File: src/rtl/xalu_muldiv.sv
// rtl/xalu_muldiv.sv - multi-cycle multiply/divide unit owning the HI/LO registers
module xalu_muldiv #(
    parameter int MULT_CYCLES = 5
) (
    input  logic        clk,
    input  logic        resetn,
    input  logic        start,
    input  logic [2:0]  op,
    input  logic [31:0] src_a,
    input  logic [31:0] src_b,
    input  logic        flush,
    output logic        busy,
    output logic        done,
    output logic [31:0] hi,
    output logic [31:0] lo
);

    // 32 restoring steps plus one sign-fixup cycle; fixed, not overridable.
    localparam int DIV_CYCLES = 33;

    localparam logic [2:0] OP_MULT  = 3'd1;
    localparam logic [2:0] OP_MULTU = 3'd2;
    localparam logic [2:0] OP_DIV   = 3'd3;
    localparam logic [2:0] OP_DIVU  = 3'd4;
    localparam logic [2:0] OP_MTHI  = 3'd5;
    localparam logic [2:0] OP_MTLO  = 3'd6;

    typedef enum logic [1:0] {
        S_IDLE    = 2'd0,
        S_MUL     = 2'd1,
        S_DIV     = 2'd2,
        S_DIV_FIX = 2'd3
    } state_t;

    state_t      state_q, state_d;
    logic [4:0]  cnt_q;
    logic [31:0] a_q;        // multiplicand, or dividend shifting into quotient
    logic [31:0] b_q;        // multiplier, or divisor magnitude
    logic [31:0] rem_q;      // partial remainder (always below the divisor)
    logic        mul_signed_q;
    logic        q_neg_q;
    logic        r_neg_q;

    logic        accept;
    logic        acc_mul;
    logic        acc_div;
    logic        busy_d;
    logic        done_d;
    logic        wr_mul;
    logic        wr_div;

    logic [31:0] a_abs;
    logic [31:0] b_abs;
    logic [63:0] mul_a_ext;
    logic [63:0] mul_b_ext;
    logic [63:0] product;
    logic [32:0] rem_sh;
    logic [32:0] rem_diff;
    logic        fits;
    logic [31:0] rem_nx;
    logic [31:0] quo_nx;

    assign accept  = start && !flush && (state_q == S_IDLE) &&
                     (op != 3'd0) && (op != 3'd7);
    assign acc_mul = accept && ((op == OP_MULT) || (op == OP_MULTU));
    assign acc_div = accept && ((op == OP_DIV) || (op == OP_DIVU));

    // Signed divide works on magnitudes; signs are reapplied in DIV_FIX.
    assign a_abs = ((op == OP_DIV) && src_a[31]) ? (32'd0 - src_a) : src_a;
    assign b_abs = ((op == OP_DIV) && src_b[31]) ? (32'd0 - src_b) : src_b;

    // One 64x64 multiply of sign- or zero-extended operands gives both mult and multu.
    assign mul_a_ext = {{32{mul_signed_q & a_q[31]}}, a_q};
    assign mul_b_ext = {{32{mul_signed_q & b_q[31]}}, b_q};
    assign product   = mul_a_ext * mul_b_ext;

    // Restoring step: shift in next dividend bit, subtract divisor if it fits.
    assign rem_sh   = {rem_q, a_q[31]};
    assign rem_diff = rem_sh - {1'b0, b_q};
    assign fits     = rem_sh[32] | ~rem_diff[32];
    assign rem_nx   = fits ? rem_diff[31:0] : rem_sh[31:0];
    assign quo_nx   = {a_q[30:0], fits};

    // State register.
    always_ff @(posedge clk or negedge resetn) begin
        if (!resetn) begin
            state_q <= S_IDLE;
        end else begin
            state_q <= state_d;
        end
    end

    // Next-state logic; flush always returns to IDLE.
    always_comb begin
        state_d = state_q;
        case (state_q)
            S_IDLE: begin
                if (acc_mul) begin
                    state_d = S_MUL;
                end else if (acc_div) begin
                    state_d = S_DIV;
                end
            end
            S_MUL:     if (cnt_q == 5'd0) state_d = S_IDLE;
            S_DIV:     if (cnt_q == 5'd0) state_d = S_DIV_FIX;
            S_DIV_FIX: state_d = S_IDLE;
            default:   state_d = S_IDLE;
        endcase
        if (flush) begin
            state_d = S_IDLE;
        end
    end

    // Output decode: next busy/done and HI/LO result-write strobes.
    always_comb begin
        wr_mul = 1'b0;
        wr_div = 1'b0;
        busy_d = (state_d != S_IDLE);
        if (!flush) begin
            wr_mul = (state_q == S_MUL) && (cnt_q == 5'd0);
            wr_div = (state_q == S_DIV_FIX);
        end
        done_d = wr_mul | wr_div;
    end

    // Datapath, counter, HI/LO and registered busy/done.
    always_ff @(posedge clk or negedge resetn) begin
        if (!resetn) begin
            cnt_q        <= 5'd0;
            a_q          <= 32'd0;
            b_q          <= 32'd0;
            rem_q        <= 32'd0;
            mul_signed_q <= 1'b0;
            q_neg_q      <= 1'b0;
            r_neg_q      <= 1'b0;
            busy         <= 1'b0;
            done         <= 1'b0;
            hi           <= 32'd0;
            lo           <= 32'd0;
        end else begin
            busy <= busy_d;
            done <= done_d;
            if (acc_mul) begin
                a_q          <= src_a;
                b_q          <= src_b;
                mul_signed_q <= (op == OP_MULT);
                cnt_q        <= 5'(MULT_CYCLES - 1);
            end else if (acc_div) begin
                a_q     <= a_abs;
                b_q     <= b_abs;
                rem_q   <= 32'd0;
                q_neg_q <= (op == OP_DIV) && (src_a[31] ^ src_b[31]);
                r_neg_q <= (op == OP_DIV) && src_a[31];
                cnt_q   <= 5'(DIV_CYCLES - 2);
            end else begin
                if ((state_q != S_IDLE) && (cnt_q != 5'd0)) begin
                    cnt_q <= cnt_q - 5'd1;
                end
                if (state_q == S_DIV) begin
                    rem_q <= rem_nx;
                    a_q   <= quo_nx;
                end
            end
            if (accept && (op == OP_MTHI)) begin
                hi <= src_a;
            end
            if (accept && (op == OP_MTLO)) begin
                lo <= src_a;
            end
            if (wr_mul) begin
                hi <= product[63:32];
                lo <= product[31:0];
            end
            if (wr_div) begin
                lo <= q_neg_q ? (32'd0 - a_q) : a_q;
                hi <= r_neg_q ? (32'd0 - rem_q) : rem_q;
            end
        end
    end

endmodule
File: config.mk
export PLATFORM = sky130hd
export DESIGN_NAME = xalu_muldiv
export DESIGN_NICKNAME = d
export VERILOG_FILES = /design/src/rtl/xalu_muldiv.sv
export SDC_FILE = /design/constraint.sdc
export NUM_CORES = 2
export LEC_CHECK = 0
export ABC_AREA = 1
export BUFFER_PORTS_ARGS = -buffer_cell sky130_fd_sc_hd__buf_2
export CORE_MARGIN = 2
export CORE_UTILIZATION = 40
export DETAILED_ROUTE_END_ITERATION = 8
export GPL_TIMING_DRIVEN = 0
export PLACE_DENSITY = 0.62
export SLEW_MARGIN = 30
export SYNTH_ARGS = -nofsm -noshare
export SYNTH_HDL_FRONTEND = slang
export SYNTH_SLANG_ARGS = --single-unit
export TNS_END_PERCENT = 20
File: constraint.sdc
create_clock -name clk -period 8.17 [get_ports clk]
set_clock_uncertainty 0.1 [all_clocks]
set_input_delay 1.634 -clock clk [delete_from_list [all_inputs] [get_ports clk]]
set_output_delay 1.634 -clock clk [all_outputs]
set_load 0.05 [all_outputs]
==> impl_metrics.yaml <==
yosys:
  syn_area_um2: 53410
  synth.most_common_cell: "nand2_1"
  synthTopCellsByCount: "nand2_1 (1868), inv_1 (1831), fa_1 (1126)"
  ys_ff_latch: 172
  yosys.area.top_type: "fa_1"
  synth_top_area_share_pct: 42.20
  synth_nets: 8587
  synth_edf_count: 0
  synth_cells: 7140
  ys.flop_type: "dfrtp_1"
  seq_area_frac_synth_pct: 8.058
  ys_types: 54
  async_flop_share_pct: 100.0
  synth_area_leaders: "fa_1 (42%), nand2_1 (13%), inv_1 (13%)"
  syn_area_per_cell_um2: 7.481
  synth-warning-count: 0
global_route:
  grt_pass1_vias: 49860
  antenna_found_initial: 12
  grt_pass1_wl_um: 334900
  grt_use_total_pct: 33.86
  grt_overflow: 0
  grt_max_degree: 73
worst_setup_path:
  path_delay_family: "adder cells"
  slowest_delay_ns: 0.68
  r2r_cells: 32
  cp-start-kind: "flop"
  critPathLaunch: "b_q[8]$_DFFE_PN0P_"
  arrival_ns: 8.41
  critPathCaptureType: "flop"
  crit_required_ns: 8.44
  worstReg2RegEnd: "hi[25]$_DFFE_PN0P_"
  critical_path.slowest_cell: "fa_2"
  path_class: "reg -> reg"
  r2r_slack_ns: 0.03
  cp_max_fo: 7
  r2r_start: "b_q[8]$_DFFE_PN0P_"
  path_buf_inv: 10
timing:
  hold_viol: 0
  fmax_ghz: 0.1229
  finalSetupTns_ns: 0
  worstMarginPinSlew_ns: 1.048
  fin_crit_sh_pct: 99.63
  setup_violations: 0
  rsz0062_at_grt: "yes"
  layout_setup_ws_ns: 0.03022
  slew_viol_final: 0
  min_period_ns: 8.140
  slew_headroom_pct: 30.16
run_status:
  status: "finished clean"
floorplan:
  coreArea_um2: 133000
  dieArea_um2: 136500
  die_w_um: 369.4
  row_count: 134
  die_h_um: 369.4
  initial_core_util_pct: 40.18
  ios: 137
flow_run:
  drv_cap: 0
hold_path:
  min_path_cells: 2
  worstHoldStart: "hi[17]$_DFFE_PN0P_"
  hold_end: "hi[17]$_DFFE_PN0P_"
  hold_path_class: "reg -> reg"
finish:
  design_area_um2: 58540
  diodes: 0
  fin_cells: 9072
  syn2layout_area_growth_pct: 9.604
  drive_above_1_share_pct: 10.10
  layout.nets: 8738
cts:
  cts_tree: "done"
  hold_buffers: 0
  clock-root-buffer: "clkbuf_16"
  h-tree-depth: 4
  cts.sinks: 172
  cts_max_path_buffers: 2
  worst_setup_hold_path_clk_slew_ns: 0.08
  cts_made_buffers: 17
  clock_latency_ns: 0.47
routing:
  finalWirelength_um: 228100
  drc_errors: 0
  drt_pass1_iterations: 8
  vias: 48390
  viasPerCell: 5.334
  avgRoutedWirePerCell_um: 25.14
  postRouteAntennaNets: 0
  drtIter0Drc: 4879
placed_design:
  io_buffers: 136
  post-place-ws_ns: -2.213
  dp_cells: 9047
  dpl_cell_area_um2: 56410
  gp_congestion: 1.030
  hpwl_um: 197600
-- area by class of cell --
class | instances | area, µm²
fillers | 13800 | 74410
flip-flops and latches | 172 | 4395
clock buffers | 17 | 425.4
inverters | 1843 | 6943
multi-input cells | 4782 | 41570
well taps | 1768 | 2212
plain buffers | 307 | 1809
repair buffers | 168 | 1036
clock inverters | 15 | 152.6
-- metrics by stage --
step,hold WS (ns),util [%]
after floorplan,0.3761,-
after global placement,0.3639,42.35
after detailed placement,0.3617,42.43
after CTS,0.3829,43.47
after global routing,0.4077,44.03
final,0.3776,44.03
-- sequential cells by signal, summed over array words and instances (netlist names) --
name / count
done: 1
mul_signed_q: 1
rem_q: 32
hi: 32
b_q: 32
q_neg_q: 1
busy: 1
r_neg_q: 1
cnt_q: 5
state_q: 2
a_q: 32
lo: 32
-- timing repair --
action	CTS	global route
pin swaps	7	17
gates resized for setup	364	334
endpoints found under the setup margin	46	41
setup buffers	18	11
endpoints found under the hold margin	0	0
-- cell usage in the layout, fill, tap and decap left out, types with 17 or more instances in the layout --
cell,n
a31oi_1,28
buf_4,54
dfrtp_4,18
clkbuf_1,54
ha_1,218
nand4_1,35
nor3_1,28
nor2_4,20
nand2_1,1850
xor2_1,33
clkbuf_2,80
buf_2,205
o21ai_0,221
o21ai_1,23
ha_4,18
nand3_1,218
xnor2_1,35
nor2_2,50
dfrtp_2,19
dfrtp_1,135
fa_1,1104
clkbuf_4,46
nand2_2,26
o21bai_1,23
clkbuf_16,17
a22oi_1,20
a221oi_1,25
fa_2,22
a21oi_2,23
a21oi_1,239
inv_1,1819
nor2_1,376
-- worst max path at each step --
stage                               endpoint  slack, ns  depth (start not counted)
after floorplan           hi[31]$_DFFE_PN0P_       0.33                         31
after global placement    hi[26]$_DFFE_PN0P_      -2.17                         32
after detailed placement  hi[26]$_DFFE_PN0P_      -2.21                         32
after CTS                 hi[26]$_DFFE_PN0P_     -0.001                         32
after global routing      hi[25]$_DFFE_PN0P_      -0.07                         33
final                     hi[25]$_DFFE_PN0P_       0.03                         32
-- worst min-delay path: cells and delay by family, from the launching register on --
family	cells	cell delay, ns
and+or+nand+nor	2	0.10
DFF	1	0.34
-- per-layer routing --
layer | global-route usage (%) | share of wire (%) | up-vias
met5 | 0 | 0.045 | -
met4 | 20.33 | 7.6 | 16
met3 | 6.151 | 8.7 | 558
met2 | 53.54 | 45 | 2379
met1 | 43.26 | 39 | 24320
li1 | - | - | 21130
-- logic make-up after synthesis --
| group | count (synthesis) | synth area share, % |
|---|---|---|
| AND/OR/NAND/NOR | 2674 | 20.29 |
| buffers and inverters | 2186 | 15.55 |
| adder cells (fa/ha/maj) | 1376 | 48.06 |
| AO/OA/AOI/OAI | 662 | 6.905 |
| flip-flops | 172 | 8.058 |
| XOR/XNOR | 70 | 1.148 |
Power is left out: the tool's default activity adds up to more than one toggle a clock period on the data nets, which glitch-free logic cannot reach.
